## src/rtl/piso_shift_register.sv

```systemverilog
`default_nettype none
// ============================================================================
// Module   : piso_shift_register
// Brief    : Parallel-in serial-out shifter, LSB first, zero fill after word.
// Revision : 1.0 - initial release
// ============================================================================
module piso_shift_register #(
    parameter int DATA_WIDTH = 16
) (
    input  logic                  clk,
    input  logic                  resetn,
    input  logic [DATA_WIDTH-1:0] din,
    input  logic                  din_en,
    output logic                  dout
);

    logic [DATA_WIDTH-1:0] r_sr;
    logic [DATA_WIDTH-1:0] w_sr_shifted;

    // A one-bit register has nothing above bit 0 to shift down, so it just clears.
    generate
        if (DATA_WIDTH == 1) begin : g_single_bit
            assign w_sr_shifted = 1'b0;
        end else begin : g_multi_bit
            assign w_sr_shifted = {1'b0, r_sr[DATA_WIDTH-1:1]};
        end
    endgenerate

    always_ff @(posedge clk) begin
        if (!resetn) begin
            r_sr <= '0;
        end else if (din_en) begin
            r_sr <= din;
        end else begin
            r_sr <= w_sr_shifted;
        end
    end

    assign dout = r_sr[0];

endmodule
`default_nettype wire

```

## config.mk

```make
export PLATFORM = sky130hd
export DESIGN_NAME = piso_shift_register
export DESIGN_NICKNAME = d
export VERILOG_FILES = /design/src/rtl/piso_shift_register.sv
export SDC_FILE = /design/constraint.sdc
export NUM_CORES = 1
export LEC_CHECK = 0
export CORE_MARGIN = 4
export CORE_UTILIZATION = 45
export CTS_CLUSTER_DIAMETER = 40
export DETAILED_ROUTE_END_ITERATION = 16
export GPL_ROUTABILITY_DRIVEN = 0
export PLACE_DENSITY_LB_ADDON = 0.12
export SLEW_MARGIN = 5
export SYNTH_ARGS = -nofsm -noshare
export SYNTH_HDL_FRONTEND = slang
export SYNTH_SLANG_ARGS = --single-unit
```

## constraint.sdc

```tcl
create_clock -name clk -period 1.08 [get_ports clk]
set_input_delay 0.216 -clock clk [delete_from_list [all_inputs] [get_ports clk]]
set_output_delay 0.216 -clock clk [all_outputs]
set_load 0.03 [all_outputs]
```

==> metrics.txt, run 1 <==
Worst setup EP type flop; vias in the first global route 371; Hold Slack 0.494 ns; # Max-Cap Violations 0; RSZ-0062 raised after global routing false; Final Net Count 93; placed inst area 812 um2; mux share of post-synthesis cell area 24.7%; GRT Util Overall 11.6%; leakage power total 0.367 nW; Relative slew margins 89.4%; largest registers r_sr: 16 flops; clock share of power 32.2%; CP Class in2reg; CP Cell Sequence clkdlybuf4s50_1 > buf_12 > mux2i_1 > nor2b_1; Comb power frac 14.1%; combinational family with the most area after synthesis multiplexers; CP peak stage delay 0.51 ns; global-route wire length before repair 1610 um; clk sinks 16; syn_area_per_cell 12.1 um2; mapped cell area 607 um2; sw frac 20.1%; register bank with the most flops r_sr; detailed placer's ending HPWL 796 um; clock skew 0.00324 ns; Initial Utilization 51.2%; Final Instance Area 848 um2; DR WL/cell 11.8 um; DIE HEIGHT 44.7 um; fraction of layout cells with a size suffix above 1 12.3%; Syn Nets 69; Initial DRC Count 0; CP Max Fanout 16; Net Sw Power 0.000236 W; drt total wl 1030 um; slowest CP cell clkdlybuf4s50_1; post-route ant nets 0; Bufs and invs on worst path 2; Worst-Skew Late Latency 0.28 ns; Flop pwr share 53.8%; area added between synthesis and finish 39.8%; CTS resizes 0; grt total ovfl 0; Seq/Total Area, Yosys 52.8%; largest net degree at the start of global routing 17; H-tree Lvls 1; core box area 1190 um2; Internal 0.000941 W; final setup fails 0; maximum clock rate 991 MHz; status finished clean; Pins Over Slew Limit 0; HP Class reg2reg; compound-gate portion of the synthesized area 0%; final hold vios 0; DRC viols 0; Req. time, crit path 1.25 ns; via count 403; Cell Pwr Density 1390 nW/um2; Rows 12; Port Buffers 19; post-synthesis adder-cell area fraction 0%; clk slew on worst S/H paths 0.09 ns; Boundary Pins 20; number of flip-flops in the largest register 16; Vias/cell 4.63; Critical Path AT 1.18 ns; setup bufs post-CTS 0; root buffer cell clkbuf_4; fin crit period 1.01 ns; XOR/XNOR share of the synthesized area 0%; register bit total from synthesis 16; Tcrit/Tclk final 93.4%; ANT cells 0; CP delay by family, top buffers and inverters; CTS tree yes; cells after synthesis 50; Filler Cell Count 96; Die X 44.7 um; worst vdd ir 1070 uV; TritonCTS Buffers 3; initial antenna violation count 0; Die ar. 2000 um2; overall power 0.00118 W; TritonRoute pass-1 iters 1; maximum clock path buffer count 2; synth warn 0; actual slew at the worst max-slew pin 0.155 ns; Worst setup SP type input port; CTS Hold Bufs 0; Netlist cell types 7; Simple-Gate Fraction of Synth Area 16.7%
[metal layers]
metal  GRT usage, %  up-vias  routed length (um)
met3           4.78        0                  80
met1           13.8      178                 440
li1               -      212                   -
met2           18.1       13                 509
met5              0        -                   0
met4           5.42        0                   0
[layout make-up]
class	count	area (um2)	area share, %
Timing Repair Buffer	22	223	26.3
Tap cell	14	17.5	2.06
Multi-Input combinational cell	31	251	29.6
Clock buffer	4	36.3	4.28
Sequential cell	16	320	37.8
[cell usage after synthesis]
| library cell | instances | share of area, % |
|---|---|---|
| and3_2 | 1 | 1.2 |
| buf_12 | 1 | 3.3 |
| buf_6 | 1 | 1.9 |
| clkbuf_1 | 1 | 0.62 |
| dfxtp_1 | 16 | 53 |
| mux2i_1 | 15 | 25 |
| nor2b_1 | 15 | 15 |
[layout by cell type, fill, tap and decap left out]
master            n
nor2b_1          15
clkdlybuf4s50_1  18
buf_12            1
clkbuf_4          3
dfxtp_1          16
clkbuf_8          1
and3_2            1
mux2i_1          15
buf_4             3
[per-stage QoR]
step	util, %	cells	TNS, ns	worst slack (ns)
after floorplan	-	50	0	0.280
after global placement	68.5	83	-2.77	-0.211
after detailed placement	68.5	83	-3.03	-0.231
after CTS	71.5	87	0	0.0741
after global routing	71.5	87	0	0.0430
final	71.5	87	0	0.0711
[cell families (layout without fill, tap and decap cells)]
| kind of cell | count (synthesis) | count (layout) |
|---|---|---|
| multiplexers | 15 | 15 |
| buffers and inverters | 3 | 26 |
| AND/OR/NAND/NOR | 16 | 16 |
| flip-flops | 16 | 16 |
[worst reg2reg max path, cell delays in order (launching register included)]
cell and delay (ns):
dfxtp_1 0.31, mux2i_1 0.15, nor2b_1 0.06
[power by group through the flow]
stage	Combinational, W	Sequential, W	Clock [W]
floorplan	0.0000815	0.000648	0
global placement	0.000165	0.000645	0
detailed placement	0.000168	0.000647	0
CTS	0.000169	0.000633	0.000400
global route	0.000179	0.000635	0.000434
finish	0.000165	0.000633	0.000379
[path summary, 6_finish.rpt]
kind / start / slack, ns / cells after the start / end
hold / removal: r_sr[8] / 0.49 / 2 / r_sr[7]
setup / recovery: din_en / 0.07 / 4 / r_sr[1]
setup reg to reg: r_sr[2] / 0.46 / 2 / r_sr[1]
hold reg to reg: r_sr[8] / 0.49 / 2 / r_sr[7]
Note: power is estimated with default switching activity, not from simulation.
==> run 2, diff against run 1 <==
DONT_BUFFER_PORTS = 1   (was default)
==> metrics.txt, run 2 (same netlist as run 1, synthesis figures left out) <==
routed wl met2 460 um (-9.6%); CTS resizes 0 (unchanged); drt total wl 939 um (-8.8%); Final Net Count 71 (-24%); commonest cells after routing, fill and taps aside dfxtp_1 (16), mux2i_1 (15), nor2b_1 (15); Pins Over Slew Limit 0 (unchanged); Initial Utilization 51.2% (unchanged); maximum clock path buffer count 2 (unchanged); actual slew at the worst max-slew pin 0.293 ns (+0.138 ns); Worst setup SP type flop; Relative slew margins 80.5% (-8.9 points); Rows 12 (unchanged); Top Metal Used met3; TritonRoute pass-1 iters 1 (unchanged); worst hold stages 1 (-1); Boundary Pins 20 (unchanged); final hold vios 0 (unchanged); post-route ant nets 0 (unchanged); worst r2r dst r_sr[10]; R2R Setup Slk 0.45 ns (about the same); clk slew on worst S/H paths 0.08 ns (about the same); root buffer cell clkbuf_4; Hold Path Origin resetn; area added between synthesis and finish 0.825%; fin crit period 0.987 ns (-0.0217 ns); register bank with the most flops r_sr; worst vdd ir 982 uV (-8.4%); Die ar. 2000 um2 (unchanged); core box area 1190 um2 (unchanged); maximum clock rate 1010 MHz (+2.2%); final setup fails 0 (unchanged); Hold Slack 0.0653 ns (-0.429 ns); clk sinks 16 (unchanged); CTS Hold Bufs 0 (unchanged); Placement Setup Slack 0.394 ns (+0.625 ns); Worst setup EP type output port; Tcrit/Tclk final 91.4% (-2.0 points); CP Max Fanout 1 (-15); DRC viols 0 (unchanged); flip-flop and latch area 320 um2 (unchanged); H-tree Lvls 1 (unchanged); Final Instance Area 612 um2 (-28%); GRT Util Overall 10.3% (-1.3 points); final worst slack 0.0928 ns (+0.0217 ns); Initial DRC Count 0 (unchanged); fraction of layout cells with a size suffix above 1 8.00% (-4.3 points); Filler Cell Count 110 (+15%); largest net degree at the start of global routing 17 (unchanged); Sum Neg Setup Slack 0 ns (unchanged); final core utilization 51.6% (-20 points); initial antenna violation count 0 (unchanged); Vias/cell 5.06 (+9.3%); HP Class in2reg; detailed placer's ending HPWL 713 um (-10%); TritonCTS Buffers 3 (unchanged); commonest non-fill, non-tap cell in the layout dfxtp_1; WHS Endpoint r_sr[3]; Critical Path AT 0.77 ns (-0.41 ns); CTS tree yes; number of flip-flops in the largest register 16 (unchanged); vias in the first global route 317 (-15%); leakage power total 0.265 nW (-28%); Cell Pwr Density 1620 nW/um2 (+17%); DR WL/cell 14.7 um (+24%); ANT cells 0 (unchanged); placed inst area 589 um2 (-27%); RSZ-0062 raised after global routing false; area of the multi-input gates 251 um2 (unchanged); Port Buffers 0 (-19); worst r2r path cells 2 (unchanged); largest registers r_sr: 16 flops; Metal-1 WL 398 um (-9.5%); Req. time, crit path 0.86 ns (-0.39 ns); CP Class reg2out; grt total ovfl 0 (unchanged); r2r startpoint r_sr[11]; global-route wire length before repair 1440 um (-11%); Die X 44.7 um (unchanged); DIE HEIGHT 44.7 um (unchanged); Worst-Skew Late Latency 0.28 ns (about the same); status finished clean; clock skew 0.00275 ns (-0.000494 ns); # Max-Cap Violations 0 (unchanged); setup bufs post-CTS 0 (unchanged); met3 wire length 80 um (unchanged); via count 324 (-20%)
## run 2: how the worst max path moves through the flow
| stage | startpoint | cells past startpoint | end |
|---|---|---|---|
| final | r_sr[0] | 0 | dout |
| after global routing | r_sr[0] | 0 | dout |
| after CTS | r_sr[0] | 0 | dout |
| after detailed placement | r_sr[0] | 0 | dout |
| after global placement | r_sr[0] | 0 | dout |
| after floorplan | din_en | 4 | r_sr[10] |
## run 2: metal layers
metal  vias to the layer above  global-route usage, %
met1                       144                   11.7
li1                        167                      -
met3                         0                   6.77
met2                        13                   15.5
met4                         0                   3.61
met5                         -                      0
## run 2: report_power, final
| part | total (W) | leakage (nW) | switching [W] | internal, W |
|---|---|---|---|---|
| logic | 0.0000620 | 0.120 | 0.0000188 | 0.0000432 |
| clock network | 0.000291 | 0.0138 | 0.000162 | 0.000129 |
| registers | 0.000637 | 0.132 | 0.0000135 | 0.000624 |
| total | 0.000990 | 0.265 | 0.000194 | 0.000796 |
## run 2: final cells by class
class | count | share of cell area (%)
clock buffer | 3 | 3.68
multi-input combinational | 31 | 41.1
sequential | 16 | 52.4
tap | 14 | 2.86
## run 2: through the flow
step           total power, W  std cells
2_1_floorplan        0.000729         50
5_1_grt               0.00104         64
3_5_place_dp         0.000715         61
6_report             0.000990         64
3_3_place_gp         0.000709         61
4_1_cts               0.00101         64
